**src/rtl/counter_prog_limit_ovf.sv**
```systemverilog
// Programmable-limit up/down counter with wrap/saturate, sync load, fixed prescaler,
// and registered wrap pulse plus sticky overflow flag.
module counter_prog_limit_ovf #(
    parameter int N        = 3,
    parameter int LIMIT    = 4,
    parameter int PRESCALE = 1
) (
    input  logic         clk,
    input  logic         rst_n,
    input  logic         enable,
    input  logic         clear,
    input  logic         load,
    input  logic [N-1:0] load_val,
    input  logic         dir,
    input  logic         sat,
    input  logic         limit_we,
    input  logic [N-1:0] limit_in,
    input  logic         sticky_clr,
    output logic [N-1:0] Q,
    output logic [N-1:0] limit_q,
    output logic         overflow,
    output logic         pre_overflow,
    output logic         wrap_pulse,
    output logic         sticky_ovf
);

    // A one-bit prescaler is kept even for PRESCALE=1; it simply never leaves 0.
    localparam int            PW       = (PRESCALE > 1) ? $clog2(PRESCALE) : 1;
    localparam logic [PW-1:0] PRE_LAST = PW'(PRESCALE - 1);

    logic [N-1:0]  q_q, q_d;
    logic [N-1:0]  lim_q, lim_d;
    logic [PW-1:0] pre_q, pre_d;
    logic          wrap_q, wrap_d;
    logic          sticky_q, sticky_d;
    logic          step;
    logic          wrap_ev;

    assign step = enable && (pre_q == PRE_LAST);

    always_comb begin
        pre_d = pre_q;
        if (clear || load) begin
            pre_d = '0;
        end else if (enable) begin
            pre_d = (pre_q == PRE_LAST) ? '0 : pre_q + PW'(1);
        end
    end

    // Step compares against the current lim_q, so a limit write on the same edge
    // only affects later steps.
    always_comb begin
        q_d     = q_q;
        wrap_ev = 1'b0;
        if (clear) begin
            q_d = '0;
        end else if (load) begin
            q_d = load_val;
        end else if (step) begin
            if (!dir) begin
                if (q_q >= lim_q) begin
                    if (!sat) begin
                        q_d     = '0;
                        wrap_ev = 1'b1;
                    end
                end else begin
                    q_d = q_q + N'(1);
                end
            end else begin
                if (q_q == '0) begin
                    if (!sat) begin
                        q_d     = lim_q;
                        wrap_ev = 1'b1;
                    end
                end else begin
                    q_d = q_q - N'(1);
                end
            end
        end
    end

    always_comb begin
        lim_d    = limit_we ? limit_in : lim_q;
        wrap_d   = wrap_ev;
        sticky_d = (sticky_q && !sticky_clr) || wrap_ev;
    end

    always_ff @(posedge clk or negedge rst_n) begin
        if (!rst_n) begin
            q_q      <= '0;
            pre_q    <= '0;
            lim_q    <= N'(LIMIT);
            wrap_q   <= 1'b0;
            sticky_q <= 1'b0;
        end else begin
            q_q      <= q_d;
            pre_q    <= pre_d;
            lim_q    <= lim_d;
            wrap_q   <= wrap_d;
            sticky_q <= sticky_d;
        end
    end

    assign Q          = q_q;
    assign limit_q    = lim_q;
    assign wrap_pulse = wrap_q;
    assign sticky_ovf = sticky_q;

    // Exact compares: an up-counter parked above the limit reports neither flag.
    always_comb begin
        if (dir) begin
            overflow     = (q_q == '0);
            pre_overflow = (q_q == N'(1));
        end else begin
            overflow     = (q_q == lim_q);
            pre_overflow = (lim_q != '0) && (q_q == lim_q - N'(1));
        end
    end

endmodule

```
**config.mk**
```make
export PLATFORM = sky130hd
export DESIGN_NAME = counter_prog_limit_ovf
export DESIGN_NICKNAME = d
export VERILOG_FILES = /design/src/rtl/counter_prog_limit_ovf.sv
export SDC_FILE = /design/constraint.sdc
export NUM_CORES = 1
export LEC_CHECK = 0
export ABC_AREA = 1
export ABC_CLOCK_PERIOD_IN_PS = 1900
export CAP_MARGIN = 40
export CORE_MARGIN = 2
export CORE_UTILIZATION = 30
export CTS_BUF_LIST = sky130_fd_sc_hd__clkbuf_8 sky130_fd_sc_hd__clkbuf_16
export DETAILED_ROUTE_END_ITERATION = 6
export HOLD_SLACK_MARGIN = 0.08
export PLACE_DENSITY = 0.54
export SLEW_MARGIN = 40
export SYNTH_ARGS = -nofsm -noshare
export SYNTH_HDL_FRONTEND = slang
export SYNTH_SLANG_ARGS = --single-unit
```
**constraint.sdc**
```tcl
create_clock -name clk -period 1.9 [get_ports clk]
set_input_delay 0.38 -clock clk [delete_from_list [all_inputs] [get_ports clk]]
set_output_delay 0.38 -clock clk [all_outputs]
set_load 0.03 [all_outputs]
```
After elaboration in Yosys (flattened, before gate mapping)
Cells that the tools add are included.

Add/sub/neg operators: 4. $lt $le $gt $ge: 1. Eq/ne operators: 5. Multiplexer cells: 20. Bitwise operators: 1. Reduce and logical (&&, ||, !) cells: 11.

Operator list (number): $mux W3 (8); $mux W1 (12); $ne A5 B5 Y1 const B (2); $eq A3 B3 Y1 (2); $reduce_bool A3 Y1 (2); $sub A3 B1 Y3 const B (2); $add A3 B1 Y3 const B (1); $eq A3 B1 Y1 const B (1); $ge A3 B3 Y1 (1); $logic_and A1 B1 Y1 (3); $logic_not A3 Y1 (1); $reduce_and A3 Y1 (1); $logic_or A1 B1 Y1 (2); $reduce_bool A2 Y1 (1); $add A1 B1 Y1 const B (1); $logic_not A1 Y1 (1); $not A1 Y1 (1).

Bits in registers: 9. Input port bits: 15. Output and inout bits: 10. Word-level logic and storage cells: 47.

Depth between registers and ports, before layout
Depth after elaboration: 7. Depth in mapped cells: 12. Depth with buffers taken out: 12.

Worst setup path before layout
OpenSTA, ideal clock, no wires.

Path type: flip-flop to output port. Start point: register lim_q[2], in the netlist limit_q[2]. End point: output overflow. Arrival time: 1869 ps. Required time: 1520 ps. Slack: -349 ps. Stages on the path, launching flop included: 5. Path buffers: 0. Cell sequence: dfstp_2 inv_1 ha_1 nand2_1 o31ai_1.

Longest elaborated chain between the ends: 2.

RTL lines: start, declared (RTL line 32) `logic [N-1:0] lim_q, lim_d;`; start signal, assigned (RTL line 92) `lim_q <= N'(LIMIT);`; start signal, assigned (RTL line 98) `lim_q <= lim_d;`; $eq A3 B3 Y1 (RTL line 115) `overflow = (q_q == lim_q);`; $mux W1 (RTL line 111) `if (dir) begin`; end, declared (RTL line 21) `output logic overflow,`.

Every way passes these cells.

Worst setup path in the final report
Start point: register lim_q[2], in the netlist limit_q[2]. End point: output pre_overflow.

Longest elaborated chain between the ends: 4. Elaborated cells between the ends (all ways): 5. Classes of those cells: add/sub: 1; eq/ne: 1; mux: 1; reduce/logical: 2.

RTL lines: $sub A3 B1 Y3 (RTL line 116) `pre_overflow = (lim_q != '0) && (q_q == lim_q - N'(1));`; $eq A3 B3 Y1 (RTL line 116); $logic_and A1 B1 Y1 * (RTL line 116); $mux W1 * (RTL line 111); end, declared (RTL line 22) `output logic pre_overflow,`.

Mark *: on every way between the ends. The rest lies on a longest branch, timed or not.

==> results.yml <==
drt:
  drt_pre_antenna_iters: 4
  dr_total_vias: 779
  postRouteAntennaNets: 0
  viasPerCell: 4.503
  totalWireLength_um: 1958
  initialDrtViolationCount: 22
  routedWlPerCell_um: 11.32
  drc: 0
placement:
  place_inst: 166
  detailed_place.area_mm2: 0.001084
  port_buffers: 24
  dp_slack_ns: 0.1225
  routabilityCongestion: 0.8415
  dp_hpwl_um: 1464
timing:
  finalSetupViolCount: 0
  max_slew_margin_pct: 75.48
  final.setup_skew_ns: 0.002410
  fin_crit_ns: 1.873
  slew_viol_final: 0
  hold_viol: 0
  worst_slew_pin_slew_ns: 0.3667
  rsz0062_at_grt: "yes"
  tns_ns: 0
  fin_ws_ns: 0.02706
  timing.fmax_ghz: 0.5339
  finalCritPeriodShare_pct: 98.58
final_layout:
  layout_common_cells: "nand2_1 (31), clkdlybuf4s50_1 (21), inv_1 (11), nand3_1 (11)"
  n_fill_cell: 267
  antenna_cells: 0
  fin_nets: 168
  utilization_pct: 49.95
  syn2layout_area_growth_pct: 59.00
  finalNonFillerCells: 173
  layout-drive-gt1-share_pct: 30.77
  design_area_mm2: 0.001237
  final_common_cell: "nand2_1"
logic_synthesis:
  synthCells: 109
  synth.avg_cell_area_um2: 7.140
  syn_area_um2: 778.2
  yosys_warnings: 0
  yosysSeqAreaShare_pct: 25.88
  synth_nets: 133
  synth.distinct_cells: 23
  synth-seq-cells: 8
grt:
  grt_pass1_wl_um: 2842
  grt_pass1_vias: 625
  grt_start_max_net_pins: 9
  grt_use_total_pct: 13.45
  grt_overflow_total: 0
  antenna_found_initial: 0
worst_setup_path:
  worst-r2r-cell-count: 10
  cp-end-kind: "output pin"
  cp_max_fo: 3
  arrival_ns: 1.49
  cp-start-kind: "register"
  timing_worst_setup_path_type: "register to output pin"
  timing.critical_path.required_ns: 1.52
die:
  die_area_mm2: 0.003017
  die_w_um: 54.93
  fp.dieH_um: 54.93
  num_rows: 18
  boundaryPins: 25
  coreArea_mm2: 0.002477
  start_util_pct: 31.41
clock_tree:
  cts_buffers: 3
  ctsLongestPathBuffers: 2
  clock-sinks: 8
  clk_latency_ns: 0.22
  clk_pin_slew_ns: 0.04
  cts_tree: "built"
  htree_levels: 1
  clockRootBuffer: "clkbuf_8"
power:
  ir_drop_v: 0.0005702
  power_density_mw_per_mm2: 737.9
  p_leak_nw: 0.6203
min_path:
  hp-class: "input port to asynchronous set/reset pin"
run:
  cap_viol_max_count: 0
outcome:
  status: "finished, final reports clean"
stage by stage:
step                      hold slack, ns  total power, mW
final                             0.4375           0.9131
after global placement            0.5187           0.6208
after floorplan                  0.08441           0.4890
after CTS                         0.4443           0.8460
after detailed placement          0.5187           0.6218
after global routing              0.4779           0.9790
cell type report:
type / instances / area, um^2 / share of cell area, %
timing repair buffer: 32 / 314.1 / 25.38
sequential: 8 / 203.9 / 16.48
clock inverter: 1 / 3.754 / 0.3033
inverter: 19 / 76.32 / 6.168
tap: 30 / 37.54 / 3.033
multi-input combinational: 80 / 560.5 / 45.30
clock buffer: 3 / 41.29 / 3.337
path summary, 6_finish.rpt:
path | startpoint | slack (ns) | endpoint
worst max-delay path | limit_q[2] | 0.03 | pre_overflow
worst min-delay path | rst_n | 0.44 | sticky_ovf
worst max register to register | limit_q[2] | 0.28 | Q[2]
worst min register to register | limit_q[2] | 0.52 | limit_q[2]
max in group asynchronous | rst_n | 1.15 | limit_q[2]
min in group clk | limit_q[2] | 0.52 | limit_q[2]
power by group:
group / total [mW] / switching [mW] / internal (mW)
registers: 0.213 / 0.0224 / 0.190
logic: 0.497 / 0.271 / 0.225
clock network: 0.203 / 0.0636 / 0.140
total: 0.913 / 0.358 / 0.556
state kept, by name, summed over array words and instances (netlist names):
signal / count
Q: 3
limit_q: 3
sticky_ovf: 1
wrap_pulse: 1
kinds of logic (layout without fill, tap and decap cells):
logic type | Yosys count | in the layout | synth area share [%]
AND/OR/NAND/NOR | 58 | 58 | 36.17
buffers and inverters | 21 | 55 | 11.57
adder cells (fa/ha/maj) | 9 | 9 | 14.47
AO/OA/AOI/OAI | 9 | 9 | 7.395
flip-flops | 8 | 8 | 25.89
XOR/XNOR | 4 | 4 | 4.502
Yosys cell counts:
cell	n	area share, %
nand2_1	32	15
inv_1	15	7.2
nand3_1	11	7.1
ha_1	9	14
dfrtp_1	7	23
nand2_2	6	4.8
nor2_1	5	2.4
inv_2	4	1.9
o21ai_0	3	1.9
xor2_1	3	3.4
a21oi_2	2	2.3
a21oi_1	1	0.64
buf_4	1	0.96
buf_6	1	1.4
dfstp_2	1	3.4
nand4_2	1	1.6
nor2_2	1	0.80
nor2_4	1	1.4
nor2_8	1	2.6
o21ai_1	1	0.64
o21bai_1	1	0.96
o31ai_1	1	0.96
xnor2_1	1	1.1
layer usage:
layer | global-route usage [%] | wire length, um
met5 | 0 | 0
met4 | 2.439 | 0
met3 | 4.301 | 68
met2 | 20.44 | 949
met1 | 18.83 | 940
worst max-delay path, cell delays in order, from the launching register on:
cell and delay, ns:
dfstp_2 0.55, buf_4 0.14, xnor2_2 0.12, xor2_1 0.17, nand3_1 0.09, nand2_1 0.08, buf_6 0.13
timing repair:
item / CTS / global route
resized for setup: 7 / 13
hold buffers: 0 / 0
endpoints found under the setup margin: 3 / 2
pin swaps: 0 / 4
buffers inserted: 0 / 3
Note: power is estimated with default switching activity, not from simulation.
